### src/rtl/unary_hdc_pkg.sv
// -----------------------------------------------------------------------------
// unary_hdc_pkg
// Shared types and constants for the unary hyperdimensional bundler.
//   state_e       : bundler FSM states (ACCUM collects features, DONE presents
//                   the bundled hypervector).
//   cnt_width()   : counter width needed to hold 0..max_feat.
//   DEF_*         : default parameter values for the bundler.
// Optional feature macro used by the bundler: UNARY_HDC_RAW_CNT_EN.
// -----------------------------------------------------------------------------
package unary_hdc_pkg;

  localparam int DEF_STREAM_LEN = 16;
  localparam int DEF_D          = 64;
  localparam int DEF_MAX_FEAT   = 255;

  typedef enum logic {
    ACCUM = 1'b0,
    DONE  = 1'b1
  } state_e;

  function automatic int cnt_width(input int max_feat);
    return $clog2(max_feat + 1);
  endfunction

endpackage

### src/rtl/unary_gt_cmp.sv
// -----------------------------------------------------------------------------
// unary_gt_cmp
// Combinational "feature > level" test on two unary words. For thermometer
// codes, a feature exceeds a level exactly when it has a one where the level
// has a zero. Non-thermometer words are evaluated with the same expression.
// Ports:
//   i_feat [STREAM_LEN] : feature word
//   i_lvl  [STREAM_LEN] : level word
//   o_gt                : |(i_feat & ~i_lvl)
// -----------------------------------------------------------------------------
module unary_gt_cmp #(
  parameter int STREAM_LEN = 16
) (
  input  logic [STREAM_LEN-1:0] i_feat,
  input  logic [STREAM_LEN-1:0] i_lvl,
  output logic                  o_gt
);

  assign o_gt = |(i_feat & ~i_lvl);

endmodule

### src/rtl/unary_hdc_bundler.sv
// -----------------------------------------------------------------------------
// unary_hdc_bundler
// Streams thermometer-coded features, encodes each against D level streams
// (hv[d] = feature > level[d]), accumulates per-dimension counts over a sample
// and emits a majority-thresholded hypervector (2*cnt > n, ties give 0).
//
// Handshakes: a transfer happens on a rising clk edge where valid and ready
// are both 1. The producer holds data stable while valid=1 and ready=0;
// ready may depend on state only, never on valid.
//
// Ports:
//   clk, rst          : clock, synchronous active-high reset
//   lvl_unary [D][SL] : per-dimension level streams, stable during a sample
//   feat_valid/ready  : feature handshake; feat_unary data, feat_last ends sample
//   out_valid/ready   : result handshake
//   bundle_hv [D]     : majority-bundled hypervector (bit d = dimension d)
//   overflow          : sample held more than MAX_FEAT features
//   bundle_cnt [D][CW]: saturated counts      (only with UNARY_HDC_RAW_CNT_EN)
//   bundle_n  [CW]    : saturated feature cnt (only with UNARY_HDC_RAW_CNT_EN)
// Debug: the FSM state is the r_state register (type state_e).
// -----------------------------------------------------------------------------
module unary_hdc_bundler
  import unary_hdc_pkg::*;
#(
  parameter int STREAM_LEN = DEF_STREAM_LEN,
  parameter int D          = DEF_D,
  parameter int MAX_FEAT   = DEF_MAX_FEAT
) (
  input  logic                           clk,
  input  logic                           rst,
  input  logic [D-1:0][STREAM_LEN-1:0]   lvl_unary,
  input  logic                           feat_valid,
  output logic                           feat_ready,
  input  logic [STREAM_LEN-1:0]          feat_unary,
  input  logic                           feat_last,
  output logic                           out_valid,
  input  logic                           out_ready,
  output logic [D-1:0]                   bundle_hv,
  output logic                           overflow
`ifdef UNARY_HDC_RAW_CNT_EN
  ,
  output logic [D-1:0][cnt_width(MAX_FEAT)-1:0] bundle_cnt,
  output logic [cnt_width(MAX_FEAT)-1:0]        bundle_n
`endif
);

  localparam int               CNT_W = cnt_width(MAX_FEAT);
  localparam logic [CNT_W-1:0] MAX_C = CNT_W'(MAX_FEAT);

  state_e           r_state;
  state_e           w_state_next;
  logic             w_feat_ready;
  logic             w_out_valid;
  logic             w_accept;
  logic             w_out_fire;

  logic [D-1:0]     w_hv;
  logic [D-1:0]     w_hv_thr;
  logic [CNT_W-1:0] r_cnt      [D];
  logic [CNT_W-1:0] w_cnt_next [D];
  logic [CNT_W-1:0] r_n;
  logic [CNT_W-1:0] w_n_next;
  logic             r_ovf;
  logic             w_ovf_next;
  logic [D-1:0]     r_bundle_hv;
  logic             r_overflow;

  // Per-dimension encoders
  for (genvar g = 0; g < D; g++) begin : g_cmp
    unary_gt_cmp #(.STREAM_LEN(STREAM_LEN)) u_cmp (
      .i_feat (feat_unary),
      .i_lvl  (lvl_unary[g]),
      .o_gt   (w_hv[g])
    );
  end

  // Saturating next counts, sticky overflow and majority threshold. The
  // threshold is evaluated on the post-accept counts so the last feature of a
  // sample is included. One extra bit keeps 2*cnt from wrapping.
  always_comb begin
    w_n_next   = (r_n == MAX_C) ? r_n : r_n + CNT_W'(1);
    w_ovf_next = r_ovf | (r_n == MAX_C);
    w_hv_thr   = '0;
    for (int d = 0; d < D; d++) begin
      w_cnt_next[d] = (w_hv[d] && (r_cnt[d] != MAX_C)) ? r_cnt[d] + CNT_W'(1)
                                                        : r_cnt[d];
      w_hv_thr[d]   = ({w_cnt_next[d], 1'b0} > {1'b0, w_n_next});
    end
  end

  // FSM state register
  always_ff @(posedge clk) begin
    if (rst) begin
      r_state <= ACCUM;
    end else begin
      r_state <= w_state_next;
    end
  end

  // FSM next state and handshake outputs
  always_comb begin
    w_state_next = r_state;
    w_feat_ready = 1'b0;
    w_out_valid  = 1'b0;
    case (r_state)
      ACCUM: begin
        w_feat_ready = 1'b1;
        if (feat_valid && feat_last) begin
          w_state_next = DONE;
        end
      end
      DONE: begin
        w_out_valid = 1'b1;
        if (out_ready) begin
          w_state_next = ACCUM;
        end
      end
      default: w_state_next = ACCUM;
    endcase
  end

  assign w_accept   = feat_valid & w_feat_ready;
  assign w_out_fire = w_out_valid & out_ready;

  // Accumulators and result registers. Counters freeze in DONE (no accepts)
  // and are cleared when the result is taken. bundle_hv keeps its last value.
  always_ff @(posedge clk) begin
    if (rst) begin
      for (int d = 0; d < D; d++) begin
        r_cnt[d] <= '0;
      end
      r_n         <= '0;
      r_ovf       <= 1'b0;
      r_bundle_hv <= '0;
      r_overflow  <= 1'b0;
    end else if (w_accept) begin
      for (int d = 0; d < D; d++) begin
        r_cnt[d] <= w_cnt_next[d];
      end
      r_n   <= w_n_next;
      r_ovf <= w_ovf_next;
      if (feat_last) begin
        r_bundle_hv <= w_hv_thr;
        r_overflow  <= w_ovf_next;
      end
    end else if (w_out_fire) begin
      for (int d = 0; d < D; d++) begin
        r_cnt[d] <= '0;
      end
      r_n   <= '0;
      r_ovf <= 1'b0;
    end
  end

`ifdef UNARY_HDC_RAW_CNT_EN
  // Raw counts captured together with bundle_hv for soft bundling / debug.
  logic [D-1:0][CNT_W-1:0] r_bundle_cnt;
  logic [CNT_W-1:0]        r_bundle_n;

  always_ff @(posedge clk) begin
    if (rst) begin
      r_bundle_cnt <= '0;
      r_bundle_n   <= '0;
    end else if (w_accept && feat_last) begin
      for (int d = 0; d < D; d++) begin
        r_bundle_cnt[d] <= w_cnt_next[d];
      end
      r_bundle_n <= w_n_next;
    end
  end

  assign bundle_cnt = r_bundle_cnt;
  assign bundle_n   = r_bundle_n;
`else
  // Raw counts are not exported in this build.
`endif

  assign feat_ready = w_feat_ready;
  assign out_valid  = w_out_valid;
  assign bundle_hv  = r_bundle_hv;
  assign overflow   = r_overflow;

endmodule
### config.mk
export PLATFORM = sky130hd
export DESIGN_NAME = unary_hdc_bundler
export DESIGN_NICKNAME = d
export VERILOG_FILES = /design/src/rtl/unary_hdc_pkg.sv /design/src/rtl/unary_gt_cmp.sv /design/src/rtl/unary_hdc_bundler.sv
export SDC_FILE = /design/constraint.sdc
export NUM_CORES = 2
export LEC_CHECK = 0
export BUFFER_PORTS_ARGS = -buffer_cell sky130_fd_sc_hd__buf_2
export CAP_MARGIN = 0
export CORE_AREA = 3 3 434 436
export CTS_CLUSTER_SIZE = 10
export DETAILED_ROUTE_END_ITERATION = 8
export DIE_AREA = 0 0 437 439
export PLACE_DENSITY = 0.54
export SLEW_MARGIN = 20
export SYNTH_ARGS = -nofsm -noshare
export SYNTH_HDL_FRONTEND = slang
export SYNTH_SLANG_ARGS = --single-unit
### constraint.sdc
create_clock -name clk -period 7.2 [get_ports clk]
set_clock_uncertainty 0.2 [all_clocks]
set_input_delay 0 -clock clk [delete_from_list [all_inputs] [get_ports clk]]
set_output_delay 0 -clock clk [all_outputs]
set_load 0.02 [all_outputs]
* Yosys cells after proc, flatten, opt, wreduce, memory -nomap -nowiden *
Memory sizes are Yosys's and may differ from the RTL's.
Index checks and enable logic that the tools add are counted.

storage, ports and cells
  register bits = 75
  bits in writable memories = 512
  input port bits = 1045
  output and inout bits = 67
  word-level logic and storage cells = 802
  memories kept = 1

memories
  memory  depth  width  read ports  clocked after Yosys merged registers in  write ports  RTL line                 RTL
  r_cnt   64     8      64          0                                        64           unary_hdc_bundler.sv:59  logic [CNT_W-1:0] r_cnt [D];

operators by class
  add/sub/neg operators = 65
  magnitude comparators = 64
  eq/ne operators = 65
  multiplexer cells = 211
  bitwise gates (word level) = 260
  reduce and logical (&&, ||, !) cells = 131

operators with widths
  operator               number
  $mux W8                195
  $and A16 B16 Y16       64
  $not A16 Y16           64
  $reduce_or A16 Y1      64
  $gt A9 B8 Y1           64
  $add A8 B1 Y8 const B  65
  $ne A8 B8 Y1 const B   64
  $or A1 B1 Y1           129
  $logic_and A1 B1 Y1    65
  $mux W1                15
  $eq A8 B8 Y1 const B   1
  $and A1 B1 Y1          2
  $pmux W1 S2            1
  $reduce_and A2 Y1      1
  $reduce_bool A2 Y1     1
  $not A1 Y1             1

* Longest topological paths before layout *
  depth after elaboration = 7
  depth in mapped cells = 16
  mapped depth without buffers = 14

* By module *
A second synthesis with hierarchy kept.

second synthesis, totals
  cells, all modules = 6109
  area, all modules = 53841.6 um^2

modules (own cells, without submodules)
  module             times used  cells an instance  area an instance (um^2)  sequential area each (um^2)
  unary_hdc_bundler  1           4765               42390.7                  14313.7
  unary_gt_cmp       64          21                 178.9                    0.0

* Worst setup path before layout *
Ideal clock, no wire load.

  kind = register -> register
  from = reg r_state
  to = mem r_cnt[0][100] (netlist bit) (enable)
  setup time = 0.598 ns
  arrival = 6.113 ns
  data required time = 6.402 ns
  path slack = 0.289 ns
  cell stages (with the launch flop) = 7
  buffers on the path = 2
  clock period less this slack = 6.911 ns
  cell sequence = dfxtp_1 nand2_1 nand2b_1 clkbuf_1 clkbuf_1 nor2_1 inv_1

RTL lines
  element                 RTL line                 RTL
  start, declared         unary_hdc_bundler.sv:50  state_e r_state;
  start signal, assigned  unary_hdc_bundler.sv:96  r_state <= w_state_next;
  end, declared           unary_hdc_bundler.sv:59

==> flow_summary.yaml <==
logic_synthesis:
  ys_types: 89
  ys_async_sr_fraction_pct: 0
  yosysWarningCount: 0
  synth_top_cell_by_area: "edfxtp_1"
  muxShareOfSynthArea_pct: 3.61
  syn_avg_cell_area_sq_um: 8.89
  synthCells: 5817
  synth_xor_area_share_pct: 9.12
  synth-edff-count: 256
  synth_top_area_share_pct: 14.9
  synth-adder-area-share_pct: 12.4
  synth_top_family_by_area: "simple AND/OR/NAND/NOR gates"
  synth_compound_area_share_pct: 13.3
  synth_ff_type: "dfxtp_1"
  synth.yosys.seq_area_share_pct: 27.7
  synth.area.top_cells: "edfxtp_1 (15%), dfxtp_1 (13%), ha_1 (12%)"
  syn_nets: 7375
  synth_most_common_cell: "nand2b_1"
  synthTopCellsByCount: "nand2b_1 (742), ha_1 (513), nor2_1 (423), nand2_1 (384), xnor2_1 (337)"
  synth_simple_gate_area_share_pct: 31.4
  synth-seq-cells: 587
  syn_area_sq_um: 51700
floorplanning:
  die_h_um: 439
  row_count: 158
  die-area_sq_um: 192000
  die_x_um: 437
  pin_count: 1112
  start_util_pct: 28.0
  core_area_sq_um: 185000
clocking:
  cts_setup_buffers: 0
  cts.sinks: 587
  htree_levels: 3
  cts_tree: "done"
  clock_latency_ps: 690
  postCtsHoldBufs: 71
  cts_root_buffer: "clkbuf_16"
  numCtsBuffers: 78
  clkTransAtPathRegs_ps: 60
  cts_buffer_depth: 3
  post_cts_resized: 0
worst_hold_path:
  worstHoldPathType: "input port to flip-flop"
  hold_depth: 5
detailed_routing:
  ant_nets: 0
  via_per_inst: 5.33
  finalWirelength_um: 253000
  vias: 50600
  wl_per_cell_um: 26.6
  drc: 0
  drt_iter0_drc: 3500
  dr.pass1.iters: 5
pwr:
  total_power_mw: 10.5
  power_density_nw_per_um2: 165
  vdd_ir_drop_max_v: 0.000152
  total_leakage_power_nw: 26.4
setup_path:
  critPathCaptureType: "flip-flop"
  worstSetupPathType: "input port to flip-flop"
  cp-start-kind: "input port"
  worst_ep_required_time_ps: 7560
  cp.arrival_ps: 5730
  r2r_cells: 12
  crit_fanout: 26
job:
  maxCapViolCount: 0
placed_design:
  post-place-ws_ps: 2400
  hpwlAfterDp_um: 186000
  place_congestion: 0.945
  placed_cell_area_sq_um: 60100
  io_buffers: 1111
layout:
  area_delta_synth_final_pct: 22.6
  drive_gt1_share_pct: 22.3
  fillCellCount: 19300
  finalNetCount: 8447
  final_area_sq_um: 63400
timing:
  worstMarginPinSlew_ps: 1080
  slew_violations: 0
  finalCriticalPeriod_ps: 5370
  setup_ws_ps: 1830
  setup_violations: 0
  hold_viol: 0
  fmax_ghz: 0.186
  period_share_pct: 74.6
  setup_tns_ps: 0
  slew_headroom_pct: 27.9
  grt_setup_unrepaired: "no"
global_route:
  use_met3_pct: 4.66
  antenna_found_initial: 42
  grt_first_pass_wirelength_um: 353000
  busiest_layer: "met2"
  grt_pass1_vias: 49700
  grt_usage_pct: 25.1
  grt_max_degree: 147
  met1_usage_pct: 29.9
  grt_remaining_overflow: 0
  met2_usage_pct: 42.8
status:
  status: "finished clean"
-- stage by stage --
stage | util, % | std cells | hold WS [ps]
4_1_cts | 34.2 | 9432 | 2.54
6_report | 34.3 | 9489 | 44.5
2_1_floorplan | - | 5817 | 7.11
3_5_place_dp | 32.5 | 9218 | 221
5_1_grt | 34.3 | 9478 | 46.0
3_3_place_gp | 32.5 | 9218 | 205
-- cells in the final DEF (no fill, tap or decap), drive strengths merged, types with 131 or more instances in the layout --
cell type,n
xnor2,337
nand2b,742
nor3,131
o2111ai,192
nand2,386
dfxtp,331
buf,1186
nor2,434
ha,513
edfxtp,256
xor2,202
and3,141
nand3,283
a21oi,131
and2,210
nand4,146
-- registers in the layout, summed over array words and instances, names as in the netlist, named ones only --
register and count:
bundle_hv 64, overflow 1, r_cnt 487, r_n 8, r_ovf 1, r_state 1
-- final cells by class --
class	count	area (sq um)	share of cell area, %
Clock inverter	21	186	0.294
Timing Repair Buffer	1257	6960	11.0
Antenna cell	57	143	0.225
Multi-Input combinational cell	4936	36300	57.3
Tap cell	2480	3100	4.89
Inverter	29	126	0.199
Clock buffer	122	2290	3.61
Sequential cell	587	14300	22.6
-- path summary, 6_finish.rpt --
kind                                          start                         end  slack [ps]
worst max-delay path                  feat_unary[1]  bundle_hv[38]$_SDFFE_PP0P_        1830
worst min register to register   r_ovf$_SDFFE_PP0P_          r_ovf$_SDFFE_PP0P_         270
worst min-delay path                 lvl_unary[529]   r_cnt[1][11]$_SDFFE_PP0P_          40
worst max register to register  r_n[0]$_SDFFE_PP0P_  bundle_hv[38]$_SDFFE_PP0P_        2930
-- critical path, stage by stage --
cell,delay [ps]
buf_2,70
buf_4,590
clkinv_2,740
buf_4,480
o2111a_1,330
dlygate4sd3_1,580
nand4_2,80
dlygate4sd3_1,670
nand2_4,120
nor3_1,220
xor2_1,200
ha_1,270
a21o_1,180
a211oi_1,210
o21ai_0,120
o31ai_1,110
a211oi_1,120
dlygate4sd3_1,570
-- metal layers --
| layer | routed length (um) | up-vias |
|---|---|---|
| li1 | - | 23700 |
| met1 | 101000 | 24700 |
| met2 | 121000 | 1802 |
| met3 | 15800 | 420 |
| met4 | 13800 | 8 |
| met5 | 50 | - |
-- power breakdown --
| group | total, mW | leakage, nW | internal [mW] | switching [mW] |
|---|---|---|---|---|
| logic | 2.71 | 19.7 | 1.13 | 1.58 |
| clock network | 3.87 | 1.21 | 2.23 | 1.64 |
| registers | 3.89 | 5.51 | 3.69 | 0.195 |
| total | 10.5 | 26.4 | 7.05 | 3.41 |
-- cells by family after synthesis --
group / Yosys count
muxes: 176
adders and majority gates: 513
DFF: 587
and+or+nand+nor: 2812
buffers and inverters: 294
xor gates and xnor gates: 539
AOI/OAI and AO/OA: 896
No activity file was read; power rests on OpenSTA's default activity.
